<file path="src/rtl/flash_arb_pkg.sv">
// Shared types and constants for the flash port arbiter.
package flash_arb_pkg;

    typedef enum logic [1:0] {
        IDLE  = 2'd0,
        ISSUE = 2'd1,
        WAIT  = 2'd2,
        DONE  = 2'd3
    } arbState_t;

    localparam logic OWNER_NET  = 1'b0;
    localparam logic OWNER_HOST = 1'b1;

    localparam int DEFAULT_FLASH_LATENCY = 11;

endpackage

</file>
<file path="src/rtl/flex_counter.sv">
// Up-counter with synchronous clear, count enable and programmable wrap value.
module flex_counter #(
    parameter int NUM_CNT_BITS = 4
) (
    input  logic                    clk,
    input  logic                    n_rst,
    input  logic                    clear,
    input  logic                    count_enable,
    input  logic [NUM_CNT_BITS-1:0] rollover_val,
    output logic [NUM_CNT_BITS-1:0] count_out
);

    logic [NUM_CNT_BITS-1:0] count_next;

    always_comb begin
        count_next = count_out;
        if (clear) begin
            count_next = '0;
        end else if (count_enable) begin
            if (count_out == rollover_val) begin
                count_next = NUM_CNT_BITS'(1);
            end else begin
                count_next = count_out + NUM_CNT_BITS'(1);
            end
        end
    end

    always_ff @(posedge clk or negedge n_rst) begin
        if (!n_rst) begin
            count_out <= '0;
        end else begin
            count_out <= count_next;
        end
    end

endmodule

</file>
<file path="src/rtl/flash_arbiter.sv">
// Round-robin arbiter sharing the weight/bias flash read port between the
// network controller and the SPI host path, with a network lock for bursts.
module flash_arbiter
    import flash_arb_pkg::*;
#(
    parameter int FLASH_LATENCY = DEFAULT_FLASH_LATENCY,
    parameter int ADDR_W        = 16,
    parameter int DATA_W        = 16
) (
    input  logic              clk,
    input  logic              n_rst,
    input  logic              net_req,
    input  logic [ADDR_W-1:0] net_addr,
    input  logic              net_lock,
    output logic              net_gnt,
    output logic              net_valid,
    output logic [DATA_W-1:0] net_data,
    input  logic              host_req,
    input  logic [ADDR_W-1:0] host_addr,
    output logic              host_gnt,
    output logic              host_valid,
    output logic [DATA_W-1:0] host_data,
    output logic              flash_ready,
    output logic [ADDR_W-1:0] flash_address,
    input  logic [DATA_W-1:0] flashData_out,
    output logic              busy
);

    // The counter reads 0 in the first WAIT cycle, so it holds LATENCY-1 in the last one.
    localparam logic [3:0] LAST_CNT = 4'(FLASH_LATENCY - 1);

    arbState_t state;
    arbState_t state_next;
    logic      owner;
    logic      last_grant;
    logic      grant_load;
    logic      grant_owner;
    logic      data_load;
    logic      cnt_clear;
    logic      cnt_enable;
    logic [3:0] wait_cnt;

    flex_counter #(
        .NUM_CNT_BITS(4)
    ) u_wait_cnt (
        .clk         (clk),
        .n_rst       (n_rst),
        .clear       (cnt_clear),
        .count_enable(cnt_enable),
        .rollover_val(4'hF),
        .count_out   (wait_cnt)
    );

    always_comb begin
        state_next  = state;
        net_gnt     = 1'b0;
        host_gnt    = 1'b0;
        flash_ready = 1'b0;
        cnt_clear   = 1'b0;
        cnt_enable  = 1'b0;
        grant_load  = 1'b0;
        grant_owner = owner;
        data_load   = 1'b0;
        case (state)
            IDLE: begin
                // On a tie the requester that was not served last wins.
                if (net_req && (!host_req || last_grant == OWNER_HOST)) begin
                    net_gnt     = 1'b1;
                    grant_load  = 1'b1;
                    grant_owner = OWNER_NET;
                    state_next  = ISSUE;
                end else if (host_req) begin
                    host_gnt    = 1'b1;
                    grant_load  = 1'b1;
                    grant_owner = OWNER_HOST;
                    state_next  = ISSUE;
                end
            end
            ISSUE: begin
                flash_ready = 1'b1;
                cnt_clear   = 1'b1;
                state_next  = WAIT;
            end
            WAIT: begin
                cnt_enable = 1'b1;
                if (wait_cnt == LAST_CNT) begin
                    data_load  = 1'b1;
                    state_next = DONE;
                end
            end
            DONE: begin
                // A locked network owner keeps the port and skips IDLE.
                if (owner == OWNER_NET && net_lock && net_req) begin
                    net_gnt     = 1'b1;
                    grant_load  = 1'b1;
                    grant_owner = OWNER_NET;
                    state_next  = ISSUE;
                end else begin
                    state_next = IDLE;
                end
            end
            default: state_next = IDLE;
        endcase
    end

    always_ff @(posedge clk or negedge n_rst) begin
        if (!n_rst) begin
            state         <= IDLE;
            owner         <= OWNER_NET;
            last_grant    <= OWNER_HOST;
            flash_address <= '0;
        end else begin
            state <= state_next;
            if (grant_load) begin
                owner         <= grant_owner;
                flash_address <= (grant_owner == OWNER_NET) ? net_addr : host_addr;
            end
            if (state == DONE) begin
                last_grant <= owner;
            end
        end
    end

    always_ff @(posedge clk or negedge n_rst) begin
        if (!n_rst) begin
            net_data  <= '0;
            host_data <= '0;
        end else if (data_load) begin
            if (owner == OWNER_NET) begin
                net_data <= flashData_out;
            end else begin
                host_data <= flashData_out;
            end
        end
    end

    assign net_valid  = (state == DONE) && (owner == OWNER_NET);
    assign host_valid = (state == DONE) && (owner == OWNER_HOST);
    assign busy       = (state != IDLE);

endmodule

</file>
<file path="config.mk">
export PLATFORM = sky130hd
export DESIGN_NAME = flash_arbiter
export DESIGN_NICKNAME = d
export VERILOG_FILES = /design/src/rtl/flash_arb_pkg.sv /design/src/rtl/flex_counter.sv /design/src/rtl/flash_arbiter.sv
export SDC_FILE = /design/constraint.sdc
export NUM_CORES = 1
export LEC_CHECK = 0
export ABC_AREA = 1
export ABC_CLOCK_PERIOD_IN_PS = 1900
export CAP_MARGIN = 20
export CORE_MARGIN = 8
export CORE_UTILIZATION = 43
export CTS_CLUSTER_SIZE = 25
export DETAILED_ROUTE_END_ITERATION = 16
export GPL_TIMING_DRIVEN = 0
export PLACE_DENSITY = 0.8
export RECOVER_POWER = 50
export SLEW_MARGIN = 10
export SYNTH_ARGS = -nofsm -noshare
export SYNTH_HDL_FRONTEND = slang
export SYNTH_SLANG_ARGS = --single-unit
</file>
<file path="constraint.sdc">
create_clock -name clk -period 1.9 [get_ports clk]
set_clock_uncertainty 0.2 [all_clocks]
set_input_delay 0.285 -clock clk [delete_from_list [all_inputs] [get_ports clk]]
set_output_delay 0.285 -clock clk [all_outputs]
set_load 0.02 [all_outputs]
</file>
==> out/summary.txt <==
Failing checks = setup timing
TritonCTS Buffers = 5
CTS sink cnt = 56
Grt total ovfl = 0
GR Util All Layers = 17.54%
Synthesized area = 2655 µm²
CTS max path bufs = 2
Hold WC Path Type = flop to flop
Pwr dens = 1614 nW/µm²
Die height = 94.58 µm
GPL Wtd Cong = 0.7918
CP required = 1410 ps
Post-synthesis adder-cell area fraction = 2.828%
Setup violations, final = 3
Synth Register Bits = 56
Crit path max fanout = 3
Largest family of logic cells by synthesized area = simple AND/OR/NAND/NOR gates
Core area = 5956 µm²
Setup crit end kind = primary output
Diode count = 0
DRT iter0 DRCs = 90
Fraction of layout cells with a size suffix above 1 = 13.85%
Worst hold margin = 282.7 ps
Max VDD drop = 0.001102 V
WS Path Type = flop to primary output
Status = complete, but fails checks
Clock-pin transition on the worst setup and hold timing paths = 90 ps
Headroom to the max-slew limit = 50.43%
Simple-gate share of the synthesized area = 24.60%
First-pass GRT wire length = 12740 µm
Io pins = 107
Routed Antenna Nets = 0
Setup TNS = -165.2 ps
CP startpoint kind = flop
Initial antenna violation count = 0
R2r setup slk = -10 ps
Core Util, Final = 68.91%
Peak Freq = 488.9 MHz
Post-DP HPWL = 5768 µm
Complex-gate fraction of the synthesized area = 8.435%
Worst skew pair latency = 300 ps
Fin crit share = 107.7%
DR vias = 2549
Starting Density = 44.58%
Largest net degree at the start of global routing = 32
DRC viols = 0
Row cnt = 28
Mux cell area share after synthesis = 0%
Yosys warning count = 0
Tmin final = 2046 ps
Setup WS post-layout = -145.5 ps
Post-synth EDFFs = 0
RSZ-0062 raised after global routing = yes
Nets = 513
DRT Wirelength = 7892 µm
Root Buffer = clkbuf_8
Synthesized area per cell = 8.144 µm²
Fin. Hold Viols = 0
Drt first pass iters = 4
Syn nets = 385
Netlist cell types = 25
Number of H-tree levels = 2
Async set or reset register ratio after synthesis = 100.0%
DIE WIDTH = 94.58 µm
Synth Flop Type = dfrtp_1
Max-cap violations = 0
Vias in the first global route = 2691
Vias per Instance = 4.809
Leakage power = 2.110 nW
Synth Area in XOR/XNOR = 0%
Die ar. = 8945 µm²
Drt wl/cell = 14.89 µm
Sequential-to-total area share from yosys stat = 52.83%
Worst slew pin tran = 743.5 ps
Port Buffers = 106
Area grow syn2layout = 54.57%
Syn Inst Count = 326
Slew Limit Fails = 0
Arrival @ worst endpoint = 1560 ps
CTS tree = built
-- final cells by class --
cell class	count	area (µm²)
Multi-Input combinational cell	198	996.0
Fill cell	494	1852
Tap cell	75	93.84
Inverter	61	241.5
Clock buffer	6	72.57
Buffer	11	82.58
Sequential cell	56	1403
Timing Repair Buffer	121	1180
Clock inverter	2	35.03
-- where the power goes --
group	total, mW	leakage [nW]	internal, mW	switching, mW
Clock	0.758	0.0552	0.392	0.367
Combinational	3.96	1.42	1.81	2.15
Sequential	1.91	0.632	1.64	0.270
-- cells in the mapped netlist (2+ instances only) --
cell type | number | area [µm²]
dfrtp_1 | 55 | 1376
inv_1 | 59 | 221.5
ha_1 | 6 | 75.07
buf_2 | 2 | 10.01
a21oi_1 | 3 | 15.01
nand2_2 | 2 | 12.51
o21ai_0 | 39 | 195.2
nand2_1 | 97 | 364.1
nand3_1 | 35 | 175.2
nor2_1 | 7 | 26.28
nand3_4 | 2 | 35.03
clkbuf_1 | 6 | 22.52
-- cell families after synthesis --
group / Yosys count
AOI/OAI and AO/OA: 44
and+or+nand+nor: 148
DFF: 56
adders and majority gates: 6
buffers and inverters: 72
-- per-stage QoR --
stage	area [µm²]	std cells	setup WS, ps	power [mW]
after floorplan	2659	326	67.53	3.942
after global placement	3814	507	-1386	5.252
after detailed placement	3829	508	-440.2	5.347
after CTS	4029	525	-137.3	6.402
after global routing	4104	530	-203.2	7.112
final	4104	530	-145.5	6.626
-- worst max-delay path, stage by stage (launching register included) --
cell	delay, ps
dfrtp_1	410
ha_2	220
inv_2	50
nor2_4	100
nand3_2	110
nand2_2	90
nand2_2	50
a21oi_2	110
buf_6	130
-- placed cells by master (no fill, tap or decap), types with 3 or more instances in the layout --
cell             instances
nor2_1                   5
ha_1                     3
clkbuf_2                 3
clkdlybuf4s50_1         99
nand3_1                 33
nand2_1                 96
buf_2                    7
inv_1                   55
buf_6                    7
nand2_2                  3
clkbuf_8                 5
o21ai_0                 38
dfrtp_1                 55
buf_4                   12
inv_2                    3
nand3_2                  3
-- flip-flops by register name, indices dropped and copies added (netlist names), named ones only --
signal,count
host_data,16
flash_address,16
state,2
net_data,16
last_grant,1
u_wait_cnt.count_out,4
-- worst paths after layout --
| kind | cells after the start | start | end |
|---|---|---|---|
| setup / recovery | 8 | state[1]$_DFFE_PN0P_ | net_gnt |
| hold / removal | 2 | flash_address[7]$_DFFE_PN0P_ | flash_address[7]$_DFFE_PN0P_ |
| setup reg to reg | 11 | state[1]$_DFFE_PN0P_ | flash_address[9]$_DFFE_PN0P_ |
| hold reg to reg | 2 | flash_address[7]$_DFFE_PN0P_ | flash_address[7]$_DFFE_PN0P_ |
| max in group asynchronous | 3 | n_rst | host_data[13]$_DFFE_PN0P_ |
| min in group asynchronous | 2 | n_rst | flash_address[14]$_DFFE_PN0P_ |
-- repair_timing --
action                                  4_1_cts  5_1_grt
gates cloned                                  0        1
setup buffers                                 8        4
pin swaps                                     4        5
hold endpoints to repair                     29        0
endpoints found under the setup margin       21       55
hold buffers                                  1        0
resized for setup                            31       37
-- layer usage --
layer	track usage [%]	share of wire [%]	vias to the layer above
met3	7.460	11	10
li1	-	-	1258
met2	28.45	45	95
met5	0	0	-
met4	3.901	1.0	0
met1	21.21	43	1186
Note: power is estimated with default switching activity, not from simulation.
